[config.mk]
export PLATFORM = sky130hd
export DESIGN_NAME = booth_seq_multiplier
export DESIGN_NICKNAME = d
export VERILOG_FILES = /design/src/rtl/booth_mult_pkg.sv /design/src/rtl/booth_recoder.sv /design/src/rtl/booth_seq_multiplier.sv
export SDC_FILE = /design/constraint.sdc
export NUM_CORES = 1
export LEC_CHECK = 0
export CAP_MARGIN = 20
export CORE_ASPECT_RATIO = 1.1
export CORE_MARGIN = 8
export CORE_UTILIZATION = 42
export CTS_CLUSTER_DIAMETER = 120
export DETAILED_ROUTE_END_ITERATION = 12
export PLACE_DENSITY = 0.71
export SYNTH_ARGS = -nofsm -noshare
export SYNTH_HDL_FRONTEND = slang
export SYNTH_SLANG_ARGS = --single-unit
[constraint.sdc]
create_clock -name clk -period 3.6 [get_ports clk]
set_input_delay 0.72 -clock clk [delete_from_list [all_inputs] [get_ports clk]]
set_output_delay 0.72 -clock clk [all_outputs]
set_load 0.005 [all_outputs]
[src/rtl/booth_mult_pkg.sv]
// Shared types and sizing helper for the radix-4 Booth sequential multiplier.
package booth_mult_pkg;

  typedef enum logic [1:0] {
    IDLE = 2'd0,
    CALC = 2'd1,
    DONE = 2'd2
  } state_t;

  typedef enum logic [2:0] {
    ZERO   = 3'd0,
    PLUS1  = 3'd1,
    PLUS2  = 3'd2,
    MINUS1 = 3'd3,
    MINUS2 = 3'd4
  } booth_op_t;

  // Radix-4 iterations needed for a width-bit operand extended by two bits.
  function automatic int unsigned steps(input int unsigned width);
    return width / 2 + 1;
  endfunction

endpackage

[src/rtl/booth_recoder.sv]
// Radix-4 Booth recoding of a 3-bit multiplier window {b[i+1], b[i], b[i-1]}.
module booth_recoder
  import booth_mult_pkg::*;
(
  input  logic [2:0] window,
  output booth_op_t  op_c
);

  always_comb begin
    op_c = ZERO;
    case (window)
      3'b001, 3'b010: op_c = PLUS1;
      3'b011:         op_c = PLUS2;
      3'b100:         op_c = MINUS2;
      3'b101, 3'b110: op_c = MINUS1;
      default:        op_c = ZERO;
    endcase
  end

endmodule

[src/rtl/booth_seq_multiplier.sv]
// Sequential radix-4 Booth multiplier, signed or unsigned per operation,
// with valid/ready handshakes on both sides and zero-bubble back-to-back issue.
module booth_seq_multiplier
  import booth_mult_pkg::*;
#(
  parameter int unsigned WIDTH = 8
) (
  input  logic                 clk,
  input  logic                 rst_n,
  input  logic                 in_valid,
  output logic                 in_ready,
  input  logic                 is_signed,
  input  logic [WIDTH-1:0]     multiplicand,
  input  logic [WIDTH-1:0]     multiplier,
  output logic                 out_valid,
  input  logic                 out_ready,
  output logic [2*WIDTH-1:0]   product,
  output logic                 busy
);

  localparam int unsigned STEPS = steps(WIDTH);
  localparam int unsigned CNT_W = $clog2(STEPS + 1);
  localparam int unsigned EW    = WIDTH + 2;   // extended operand width
  localparam int unsigned HW    = EW + 2;      // upper accumulator, headroom for +-2A
  localparam int unsigned PW    = 2 * WIDTH;
  localparam int unsigned LO_W  = PW - EW;     // product bits taken from the upper half

  state_t            state;
  state_t            state_nxt;
  logic              accept_c;
  logic              step_c;
  logic              last_c;

  logic [EW-1:0]     mcand;
  logic [EW-1:0]     mplier;
  logic              prev;
  logic [HW-1:0]     acc_hi;
  logic [CNT_W-1:0]  step_cnt;

  logic [EW-1:0]     a_ext_c;
  logic [EW-1:0]     b_ext_c;
  booth_op_t         op_c;
  logic [HW-1:0]     a_x_c;
  logic [HW-1:0]     a2_c;
  logic [HW-1:0]     addend_c;
  logic [HW-1:0]     sum_c;
  logic [HW-1:0]     acc_hi_nxt_c;
  logic [EW-1:0]     mplier_nxt_c;
  logic [PW-1:0]     product_nxt_c;

  // State register
  always_ff @(posedge clk or negedge rst_n) begin
    if (!rst_n) state <= IDLE;
    else        state <= state_nxt;
  end

  // Next-state logic
  always_comb begin
    state_nxt = state;
    case (state)
      IDLE: if (in_valid) state_nxt = CALC;
      CALC: if (last_c)   state_nxt = DONE;
      DONE: if (out_ready) state_nxt = in_valid ? CALC : IDLE;
      default: state_nxt = IDLE;
    endcase
  end

  // Control outputs; in_ready looks through to out_ready so DONE can hand over directly
  always_comb begin
    in_ready = 1'b0;
    step_c   = 1'b0;
    case (state)
      IDLE:    in_ready = 1'b1;
      CALC:    step_c   = 1'b1;
      DONE:    in_ready = out_ready;
      default: in_ready = 1'b0;
    endcase
    accept_c = in_valid && in_ready;
    last_c   = step_c && (step_cnt == CNT_W'(STEPS - 1));
  end

  always_comb begin
    a_ext_c = is_signed ? {{2{multiplicand[WIDTH-1]}}, multiplicand} : {2'b00, multiplicand};
    b_ext_c = is_signed ? {{2{multiplier[WIDTH-1]}}, multiplier}     : {2'b00, multiplier};
  end

  booth_recoder u_recoder (
    .window ({mplier[1:0], prev}),
    .op_c   (op_c)
  );

  // One Booth step: add the recoded partial product, then shift {acc_hi, mplier, prev} right by two
  always_comb begin
    a_x_c = {{2{mcand[EW-1]}}, mcand};
    a2_c  = {mcand[EW-1], mcand, 1'b0};
    addend_c = '0;
    case (op_c)
      PLUS1:   addend_c = a_x_c;
      PLUS2:   addend_c = a2_c;
      MINUS1:  addend_c = HW'(-a_x_c);
      MINUS2:  addend_c = HW'(-a2_c);
      default: addend_c = '0;
    endcase
    sum_c         = acc_hi + addend_c;
    acc_hi_nxt_c  = {{2{sum_c[HW-1]}}, sum_c[HW-1:2]};
    mplier_nxt_c  = {sum_c[1:0], mplier[EW-1:2]};
    product_nxt_c = {acc_hi_nxt_c[LO_W-1:0], mplier_nxt_c};
  end

  // Datapath and registered status outputs
  always_ff @(posedge clk or negedge rst_n) begin
    if (!rst_n) begin
      mcand     <= '0;
      mplier    <= '0;
      prev      <= 1'b0;
      acc_hi    <= '0;
      step_cnt  <= '0;
      product   <= '0;
      out_valid <= 1'b0;
      busy      <= 1'b0;
    end else begin
      if (accept_c) begin
        mcand    <= a_ext_c;
        mplier   <= b_ext_c;
        prev     <= 1'b0;
        acc_hi   <= '0;
        step_cnt <= '0;
      end else if (step_c) begin
        acc_hi   <= acc_hi_nxt_c;
        mplier   <= mplier_nxt_c;
        prev     <= mplier[1];
        step_cnt <= step_cnt + CNT_W'(1);
        if (last_c) product <= product_nxt_c;
      end
      out_valid <= (state_nxt == DONE);
      busy      <= (state_nxt == CALC);
    end
  end

endmodule

==> key figures, run 1 <==
Synth
  – Syn Area/Cell: 9.07 um2
  – Mapped Area: between 0.003 and 0.004 mm2
  – Top cell type by total area after synthesis: dfrtp_1
  – Synth async-reset ratio: 100%
  – Syn Nets: 383
  – Synth cell types: 45
  – Number of synthesized flops with an enable pin: 0
  – Synth cell count leaders: nand2_1, dfrtp_1, o21ai_0
  – Yosys reg bits: between 50 and 60
  – Dominant synthesized flop cell: dfrtp_1
  – Seq/Total Area, Yosys: a little over two fifths
  – Count leader, synth: nand2_1
  – Yosys warns: 0
  – Share of the synthesized area in the top cell type: between 40% and 50%
  – Top cells by area, synth: dfrtp_1, nand2_1, mux2_2, ha_1, o21ai_0
  – Post-synthesis cell count: around 350

Critical path
  – R2r endpoint: acc_hi[8]
  – Worst setup path end: acc_hi[8]
  – Worst Setup SP: mcand[3]
  – Endpoint class of the critical path: flip-flop
  – Crit start category: flip-flop
  – Reg2reg path depth: 14
  – CP Class: reg2reg
  – RR Startpoint: mcand[3]
  – Critical Path RT: 3.76 ns
  – Worst EP arrival: 3.58 ns
  – Crit-path max FO: 5
  – Flop-to-flop setup slack: 0.18 ns

Status
  – Status: completed

STA
  – RSZ-0062 raised after global routing: yes
  – Measured slew at the worst slew-check pin: 0.916 ns
  – Worst setup margin: 0.182 ns
  – Final min period: 3.42 ns
  – Fmax achieved: around 290 MHz
  – Max-slew violation count: 0
  – Final worst-path cycle share: 94.9%
  – Clock Skew: 0.00888 ns
  – Final hold vios: 0
  – Setup TNS: 0 ns
  – Rel. slew slack: 38.7%
  – Final count of negative-setup-slack endpoints: 0

Cells and area
  – Fin area: 0.00373 mm2
  – Fill count: 704
  – Layout cell share with drive strength beyond 1: a little under an eighth
  – Fin util: 50.7%
  – Sequential Area: 0.00133 mm2
  – Fin nets: 418
  – Synth-to-Final Area Change: 18.5%
  – Footprint of the multi-input gates: 0.00171 mm2
  – Antenna cells: 0

Clock tree
  – Clock sink total: 53
  – Postcts setup bufs: 0
  – CTS H-tree depth: 2
  – Total CTS buffers: 5
  – CTS tree: built
  – Root Buffer Master: clkbuf_8
  – Worst-Skew Late Latency: 0.31 ns
  – Cts hold-fix bufs: 0
  – Clock transition at path regs: 0.10 ns
  – CTS Buffer Depth: 2

Place
  – Port bufs: 39
  – Worst slack, placed: 0.193 ns
  – Placed cell area: 0.00363 mm2
  – Routability cong.: 0.919
  – HPWL after DPL: 5350 um

Drt
  – Top sig layer: met4
  – Via count: about 2600
  – DRC errors left: 0
  – Final ANT Viol Nets: 0
  – Met1 WL: 3320 um
  – Routed vias/inst: 5.57
  – DRT Pass-1 Iters: 4
  – Drt first-iter violations: about 150
  – Met2 WL: 3570 um
  – Met3 wire len: approximately 380 um
  – Routed WL: around 7400 um
  – Routed WL per cell: 15.7 um

Floorplanning
  – Initial Utilization: 42.8%
  – I/O pin cnt: 40
  – Die height: 107 um
  – Num rows: 33
  – Total core area: about 0.0073 mm2
  – Die Width: 98.5 um
  – Die area: 0.0105 mm2

GRT
  – Vias in the first global route: 2715
  – Largest net degree at the start of global routing: 35
  – Total track usage: 14.6%
  – Initial antenna violation count: 0
  – GR Overflow Total: 0
  – First-pass GRT wire length: 12800 um

Hold path
  – HP Class: in2async

Flow run
  – # Max-Cap Violations: 0

Pwr
  – Leakage: approximately 0.0017 uW
  – Power Density: approximately 1100 mW/mm2
  – Tot Pwr: 4250 uW
  – Max IR drop VDD: 0.547 mV
-- cell type report --
class,count,share of cell area [%]
flip-flops and latches,53,35.6
clock buffers,6,1.95
inverters,8,0.805
clock inverters,2,0.369
well taps,87,2.92
multi-input cells,264,45.8
repair buffers,50,12.6
-- critical path: stages, from the launching register on --
cell and delay [ns]:
dfrtp_1 0.39, or4_4 0.57, nor4_1 0.25, xor2_1 0.14, nand2_1 0.08, o21ai_0 0.07
o21a_1 0.16, a21oi_1 0.15, ha_1 0.30, a21o_1 0.22, or3_1 0.30, o221a_2 0.23
a21oi_1 0.17, xor2_1 0.15, o21ai_0 0.08
-- logic make-up after synthesis --
kind of cell | Yosys count | synth area share [%]
AOI/OAI and AO/OA | 96 | 19.0
muxes | 21 | 7.79
xor gates and xnor gates | 19 | 5.29
adders and majority gates | 15 | 6.20
DFF | 53 | 42.1
buffers and inverters | 30 | 3.90
and+or+nand+nor | 113 | 15.7
-- power by group --
group | total [uW] | switching (uW) | internal, uW
clock | 341 | 202 | 139
combinational | 2720 | 1430 | 1290
sequential | 1190 | 299 | 894
-- worst min-delay path by stage --
stage                      from          end  slack [ns]  depth (start not counted)
floorplan                 rst_n    acc_hi[0]        0.42                          0
global placement    product[13]  product[13]        0.47                          2
detailed placement  product[13]  product[13]        0.47                          2
CTS                       rst_n   product[1]        0.38                          1
global route              rst_n   product[1]        0.40                          1
finish                    rst_n   product[1]        0.37                          1
-- through the flow --
| stage | std cells | hold WS (ns) |
|---|---|---|
| after floorplan | 347 | 0.424 |
| after global routing | 470 | 0.398 |
| final | 470 | 0.372 |
| after global placement | 462 | 0.467 |
| after CTS | 470 | 0.378 |
| after detailed placement | 462 | 0.474 |
-- placed cells by master, fill, tap and decap left out, types with 8 or more instances in the layout --
cell             Yosys  routed
mux2_2              18      18
a22oi_1              9       9
nor2_1              19      19
xor2_1              12      12
o22ai_1              9       9
inv_1                8       8
nand2_1             64      64
dfrtp_1             53      53
a21oi_1             18      18
buf_4                0      11
ha_1                14      14
o21ai_0             30      27
clkdlybuf4s50_1      0      38
-- per-layer routing --
metal | GRT usage, % | vias up
li1 | - | 1287
met1 | 18.5 | 1265
met2 | 23.8 | 58
met3 | 3.56 | 8
met4 | 5.16 | 0
met5 | 0 | -
-- sequential cells by signal (all words and copies together) (netlist names) --
name,cells
product,16
out_valid,1
mcand,9
prev,1
step_cnt,3
busy,1
acc_hi,10
state,2
mplier,10
-- repair_timing --
action | in CTS | in global routing
endpoints found under the setup margin | 0 | 4
gates resized for setup | 0 | 5
hold endpoints to repair | 0 | 0
(Power assumes the default switching activity.)
==> run 2: changes to the inputs <==
--- a/config.mk
+++ b/config.mk
@@ -7,11 +7,11 @@
 export LEC_CHECK = 0
 export CAP_MARGIN = 20
 export CORE_ASPECT_RATIO = 1.1
-export CORE_MARGIN = 8
 export CORE_UTILIZATION = 42
 export CTS_CLUSTER_DIAMETER = 120
 export DETAILED_ROUTE_END_ITERATION = 12
 export PLACE_DENSITY = 0.71
 export SYNTH_ARGS = -nofsm -noshare
 export SYNTH_HDL_FRONTEND = slang
+export SYNTH_HIERARCHICAL = 1
 export SYNTH_SLANG_ARGS = --single-unit
==> run 2 against run 1 <==
Compared with the run above: critical path depth is 2 higher; non-clock buffer count is 8 higher; count of clock-buffer cells in the layout stayed put; sequential cell count stayed put; clock power is 6.2% higher; clock skew is 0.0028 ns lower; register-to-register slack worse by 0.05 ns; worst setup slack worse by 0.046 ns; via count is 0.61% higher; die area is 25% lower; fmax is 1.3% lower.
==> key figures, run 2 <==
Floorplanning
  – Initial Utilization: 44.3% (was 42.8%)
  – Die Width: 84.9 um (was 98.5 um)
  – I/O pin cnt: 40 (unchanged)
  – Die area: 0.00792 mm2 (was 0.0105 mm2)
  – Die height: 93.2 um (was 107 um)
  – Total core area: 0.00717 mm2 (was 0.00735 mm2)
  – Num rows: 32 (was 33)

GRT
  – Initial antenna violation count: 0 (unchanged)
  – Vias in the first global route: 2520 (was 2715)
  – First-pass GRT wire length: 12200 um (was 12800 um)
  – Total track usage: 19.3% (was 14.6%)
  – GR Overflow Total: 0 (unchanged)
  – Largest net degree at the start of global routing: 33 (was 35)

Place
  – Port bufs: 39 (unchanged)
  – HPWL after DPL: 5090 um (was 5350 um)
  – Placed cell area: 0.00369 mm2 (was 0.00363 mm2)
  – Placed Cells: 468 (was 462)
  – Routability cong.: 0.889 (was 0.919)

Pwr
  – Power Density: 1170 mW/mm2 (was 1140 mW/mm2)
  – Max IR drop VDD: 0.463 mV (was 0.547 mV)
  – Leakage: 0.00172 uW (was 0.00165 uW)

Flow run
  – # Max-Cap Violations: 0 (unchanged)

Critical path
  – Crit start category: flip-flop (unchanged)
  – Worst EP arrival: 3.67 ns (was 3.58 ns)
  – Crit-path max FO: 4 (was 5)
  – Critical Path RT: 3.81 ns (was 3.76 ns)
  – Endpoint class of the critical path: flip-flop (unchanged)
  – CP Class: reg2reg (unchanged)

Clock tree
  – Worst-Skew Late Latency: 0.31 ns (about the same)
  – Total CTS buffers: 5 (unchanged)
  – CTS H-tree depth: 2 (unchanged)
  – CTS Buffer Depth: 2 (unchanged)
  – Clock sink total: 53 (unchanged)
  – Clock transition at path regs: 0.10 ns (about the same)
  – Cts hold-fix bufs: 0 (unchanged)
  – Root Buffer Master: clkbuf_8 (unchanged)
  – CTS tree: built (unchanged)

STA
  – Rel. slew slack: 39.5% (was 38.7%)
  – Min Hold Slack: 0.456 ns (was 0.372 ns)
  – Final hold vios: 0 (unchanged)
  – Fmax achieved: 289 MHz (was 293 MHz)
  – Measured slew at the worst slew-check pin: 0.906 ns (was 0.916 ns)
  – RSZ-0062 raised after global routing: yes (unchanged)
  – Final count of negative-setup-slack endpoints: 0 (unchanged)
  – Final min period: 3.46 ns (was 3.42 ns)
  – Final worst-path cycle share: 96.2% (was 94.9%)
  – Max-slew violation count: 0 (unchanged)
  – Clock Skew: 0.00603 ns (was 0.00888 ns)

Cells and area
  – Regs by FF count: product x16, acc_hi x10, mplier x10 (unchanged)
  – Fin area: 0.00385 mm2 (was 0.00373 mm2)
  – Fill count: 643 (was 704)
  – Antenna cells: 0 (unchanged)
  – Synth-to-Final Area Change: 21.2% (was 18.5%)
  – Sequential Area: 0.00133 mm2 (unchanged)
  – Commonest non-fill, non-tap cell in the layout: nand2_1 (unchanged)
  – Top reg by flops: product (unchanged)
  – Footprint of the multi-input gates: 0.00176 mm2 (was 0.00171 mm2)
  – Commonest cells after routing, fill and taps aside: nand2_1, dfrtp_1, clkdlybuf4s50_1 (unchanged)
  – Post-route insts no fill: 478 (was 470)
  – Number of flip-flops in the largest register: 16 (unchanged)
  – Layout cell share with drive strength beyond 1: 16.3% (was 11.5%)
  – Fin nets: 428 (was 418)

Synth
  – Syn Nets: 385 (was 383)
  – Mapped Area: 0.00318 mm2 (was 0.00315 mm2)
  – Post-synthesis cell count: 349 (was 347)
  – Synth async-reset ratio: 100% (unchanged)
  – Synth cell types: 58 (was 45)
  – Syn Area/Cell: 9.10 um2 (was 9.07 um2)
  – Yosys warns: 6 (was 0)
  – Number of synthesized flops with an enable pin: 0 (unchanged)
  – Count leader, synth: nand2_1 (unchanged)
  – Dominant synthesized flop cell: dfrtp_1 (unchanged)
  – Top cells by area, synth: dfrtp_1, nand2_1, ha_1, o21ai_0, mux2_2 (was dfrtp_1, nand2_1, mux2_2, ha_1, o21ai_0)
  – Synth cell count leaders: nand2_1, dfrtp_1, o21ai_0 (unchanged)
  – Share of the synthesized area in the top cell type: 41.7% (was 42.1%)
  – Seq/Total Area, Yosys: 41.7% (was 42.1%)
  – Yosys reg bits: 53 (unchanged)
  – Top cell type by total area after synthesis: dfrtp_1 (unchanged)

Drt
  – Via count: 2634 (was 2618)
  – Final ANT Viol Nets: 0 (unchanged)
  – Routed WL: 7040 um (was 7380 um)
  – Drt first-iter violations: 243 (was 148)
  – Routed WL per cell: 14.7 um (was 15.7 um)
  – Routed vias/inst: 5.51 (was 5.57)
  – DRC errors left: 0 (unchanged)
  – DRT Pass-1 Iters: 6 (was 4)

Hold path
  – HP Class: in2async (unchanged)

Status
  – Status: completed (unchanged)
-- run 2: cell types whose count changed after synthesis, moves of 3 or more --
cell / change
or3_1: -4
o21ai_1: +3
nand2b_1: +4
nand3_1: +5
clkbuf_1: -3
mux2_2: -8
nor2b_1: +6
nor3_1: -4
-- run 2: metrics by stage --
step | TNS, ns | setup WS, ns | power [uW] | utilization, %
3_3_place_gp | 0 | 0.0354 | 3970 | 51.6
4_1_cts | 0 | 0.0721 | 4490 | 53.5
2_1_floorplan | 0 | 0.0878 | 3230 | -
5_1_grt | -0.0455 | -0.0455 | 4960 | 53.7
6_report | 0 | 0.136 | 4520 | 53.7
3_5_place_dp | -0.0369 | -0.0369 | 4050 | 51.6
-- run 2: layer usage --
layer  vias up  wire [um]  track usage (%)
met5         -          0                0
met4         0         76             5.08
met3         6        259             2.29
met2        59       3460             33.3
met1      1262       3240             25.8
li1       1307          -                -
-- run 2: worst paths after layout --
| kind | slack, ns | end | start | depth (start not counted) |
|---|---|---|---|---|
| hold reg to reg | 0.49 | product[15] | product[15] | 2 |
| max in group asynchronous | 2.36 | mcand[0] | rst_n | 2 |
| min in group clk | 0.49 | product[15] | product[15] | 2 |
| setup / recovery | 0.14 | acc_hi[10] | mcand[0] | 16 |
| hold / removal | 0.46 | state[0] | rst_n | 1 |
| setup reg to reg | 0.14 | acc_hi[10] | mcand[0] | 16 |
-- run 2: layout make-up --
| class | instances | share of cell area (%) |
|---|---|---|
| multi-input combinational | 266 | 45.8 |
| sequential | 53 | 34.4 |
| timing repair buffer | 58 | 13.7 |
| tap | 85 | 2.76 |
| clock buffer | 6 | 2.14 |
| inverter | 8 | 0.780 |
| clock inverter | 2 | 0.357 |
-- run 2: where the power goes --
group | internal [uW] | switching (uW) | total, uW
Combinational | 1430 | 1590 | 3020
Clock | 157 | 205 | 362
Sequential | 892 | 246 | 1140
-- run 2: repair_timing --
item,CTS,global route
pin swaps,4,4
endpoints found under the setup margin,1,3
buffers inserted,2,0
resized for setup,7,5
-- run 2: logic make-up after synthesis --
group	Yosys count	synth area share, %
xor+xnor	19	5.24
simple gates	128	19.8
fa+ha+maj	15	6.14
buf+inv	30	4.37
compound gates	94	19.2
mux	10	3.54
flops	53	41.7
-- run 2: worst max-delay path: stages, from the launching register on --
cell and delay, ns:
dfrtp_1 0.39, inv_2 0.08, ha_4 0.15, or4b_4 0.50, nor4_4 0.20, buf_4 0.17
inv_1 0.03, a21oi_1 0.14, a21oi_1 0.05, o22ai_1 0.16, ha_1 0.28, and4_4 0.19
a21oi_2 0.16, a31oi_2 0.13, or3_4 0.35, a31o_1 0.22, a21o_1 0.17
==> run 3: changes to the inputs <==
==> constraint.sdc (replaced) <==
create_clock -name clk -period 3.4 [get_ports clk]
set_input_delay 0.68 -clock clk [delete_from_list [all_inputs] [get_ports clk]]
set_output_delay 0.68 -clock clk [all_outputs]
set_load 0.005 [all_outputs]
==> run 3 against run 2 <==
Compared with the run above: the flow now finishes with violations (negative setup slack); core utilization is 1.3 points higher; sequential cell count did not move; final cell count rose by 2.3%; sequential share of layout area fell by 0.84 points; final area rose by 2.5%; via count up 2.3%; worst setup slack worse by 0.17 ns; non-clock buffer count rose by 11; clock skew down 0.0027 ns; critical endpoint unchanged; highest routed layer unchanged.
==> key figures, run 3 (synthesis gave the netlist of run 2 again) <==
Status
  – Status: finished with violations (was completed)
  – Failing checks: negative setup slack

Critical path
  – Delay of the slowest critical-path stage: 0.51 ns (was 0.50 ns)
  – Crit path depth: 16 (unchanged)
  – Critical Path RT: 3.61 ns (was 3.81 ns)
  – CP Class: reg2reg (unchanged)
  – Worst EP arrival: 3.64 ns (was 3.67 ns)
  – Crit-path max FO: 4 (unchanged)
  – Slowest-stage cell, CP: or4b_4 (unchanged)
  – Worst path buffer plus inverter count: 3 (unchanged)
  – Reg2reg path depth: 16 (unchanged)
  – Endpoint class of the critical path: flip-flop (unchanged)
  – Crit start category: flip-flop (unchanged)
  – R2r endpoint: acc_hi[10] (unchanged)
  – Flop-to-flop setup slack: -0.03 ns (was 0.14 ns)
  – CP top delay family: simple AND/OR/NAND/NOR gates (unchanged)
  – Critical Path, Cell by Cell: inv_2, ha_4, or4b_4, nor4_4, buf_4, inv_2, a21oi_2, a21oi_1, o22ai_1, ha_1, and4_1, a21oi_2, a31oi_1, or3_4, a31o_1, a21o_1 (was inv_2, ha_4, or4b_4, nor4_4, buf_4, inv_1, a21oi_1, a21oi_1, o22ai_1, ha_1, and4_4, a21oi_2, a31oi_2, or3_4, a31o_1, a21o_1)
  – RR Startpoint: mcand[0] (unchanged)

Flow run
  – # Max-Cap Violations: 0 (unchanged)

Cells and area
  – Regs by FF count: product x16, acc_hi x10, mplier x10 (unchanged)
  – Synth-to-Final Area Change: 24.3% (was 21.2%)
  – Antenna cells: 0 (unchanged)
  – Number of flip-flops in the largest register: 16 (unchanged)
  – Layout cell share with drive strength beyond 1: 19.1% (was 16.3%)
  – Fin util: 55.1% (was 53.7%)
  – Commonest non-fill, non-tap cell in the layout: nand2_1 (unchanged)
  – Top reg by flops: product (unchanged)
  – Fin nets: 439 (was 428)
  – Commonest cells after routing, fill and taps aside: nand2_1, dfrtp_1, clkdlybuf4s50_1 (unchanged)

STA
  – Final worst-path cycle share: 101% (was 96.2%)
  – Worst setup margin: -0.0320 ns (was 0.136 ns)
  – Measured slew at the worst slew-check pin: 0.938 ns (was 0.906 ns)
  – RSZ-0062 raised after global routing: yes (unchanged)
  – Final hold vios: 0 (unchanged)
  – Rel. slew slack: 37.3% (was 39.5%)
  – Final count of negative-setup-slack endpoints: 1 (was 0)
  – Clock Skew: 0.00332 ns (was 0.00603 ns)
  – Final min period: 3.43 ns (was 3.46 ns)
  – Max-slew violation count: 0 (unchanged)
  – Fmax achieved: 291 MHz (was 289 MHz)

Hold path
  – HP Class: in2async (unchanged)

GRT
  – Largest net degree at the start of global routing: 26 (was 33)
  – GR Overflow Total: 0 (unchanged)
  – First-pass GRT wire length: 12800 um (was 12200 um)
  – Vias in the first global route: 2661 (was 2520)
  – Total track usage: 20.6% (was 19.3%)
  – Initial antenna violation count: 0 (unchanged)

Floorplanning
  – Num rows: 32 (unchanged)
  – Initial Utilization: 44.3% (unchanged)
  – Total core area: 0.00717 mm2 (unchanged)
  – I/O pin cnt: 40 (unchanged)
  – Die Width: 84.9 um (unchanged)
  – Die height: 93.2 um (unchanged)
  – Die area: 0.00792 mm2 (unchanged)

Place
  – Port bufs: 39 (unchanged)
  – HPWL after DPL: 5520 um (was 5090 um)
  – Routability cong.: 0.819 (was 0.889)

Drt
  – Via count: 2694 (was 2634)
  – Routed WL: 7610 um (was 7040 um)
  – DRT Pass-1 Iters: 6 (unchanged)
  – Routed vias/inst: 5.51 (about the same)
  – Final ANT Viol Nets: 0 (unchanged)
  – Drt first-iter violations: 190 (was 243)
  – Routed WL per cell: 15.6 um (was 14.7 um)
  – DRC errors left: 0 (unchanged)

Clock tree
  – Total CTS buffers: 5 (unchanged)
  – Cts hold-fix bufs: 0 (unchanged)
  – Root Buffer Master: clkbuf_8 (unchanged)
  – CTS H-tree depth: 2 (unchanged)
  – CTS tree: built (unchanged)
  – Worst-Skew Late Latency: 0.31 ns (about the same)
  – Clock transition at path regs: 0.10 ns (about the same)
  – CTS Buffer Depth: 2 (unchanged)
  – Clock sink total: 53 (unchanged)
==> run 3: final cells by class <==
cell class / instances / area [um2]
Sequential cell: 53 / 1330
Inverter: 8 / 30.0
Multi-Input combinational cell: 266 / 1760
Timing Repair Buffer: 69 / 611
Clock buffer: 5 / 68.8
Fill cell: 643 / 3220
Clock inverter: 3 / 43.8
Tap cell: 85 / 106
==> run 3: through the flow <==
stage	cells	worst slack, ns	TNS, ns	instance area, um2	hold WS (ns)
floorplan	349	-0.0722	-0.0722	3190	0.384
global placement	477	-0.0507	-0.0507	3770	0.470
detailed placement	477	-0.171	-0.207	3770	0.471
CTS	488	-0.000210	-0.000210	3930	0.286
global route	489	-0.214	-0.759	3950	0.287
finish	489	-0.0320	-0.0320	3950	0.283
==> run 3: how the worst max path moves through the flow <==
stage               slack (ns)          to  startpoint
finish                   -0.03  acc_hi[10]    mcand[0]
detailed placement       -0.17  acc_hi[10]    mcand[1]
global placement         -0.05  acc_hi[10]    mcand[1]
global route             -0.21  acc_hi[10]    mcand[1]
floorplan                -0.07  acc_hi[10]    mcand[1]
CTS                    -0.0002  acc_hi[10]    mcand[0]
==> run 3: repair_timing <==
item | 4_1_cts | 5_1_grt
setup endpoints to repair | 2 | 7
gates resized for setup | 6 | 3
hold endpoints to repair | 0 | 0
buffers inserted | 3 | 1
pin swaps | 4 | 4
==> run 3: metal layers <==
metal	global-route usage [%]	vias to the layer above	wire length, um
li1	-	1329	-
met1	27.6	1302	3630
met2	34.7	56	3600
met3	3.44	7	294
met4	5.37	0	85
met5	0	-	0
==> run 3: worst reg2reg max path: cells and delay by family (launching register included) <==
| kind | cells | cell delay, ns |
|---|---|---|
| flops | 1 | 0.40 |
| simple gates | 4 | 1.21 |
| buf+inv | 3 | 0.28 |
| compound gates | 7 | 1.00 |
| fa+ha+maj | 2 | 0.43 |
Power of run 3 is not shown: default switching activity piles up to over one toggle a cycle in this logic, so the estimate is an artifact.
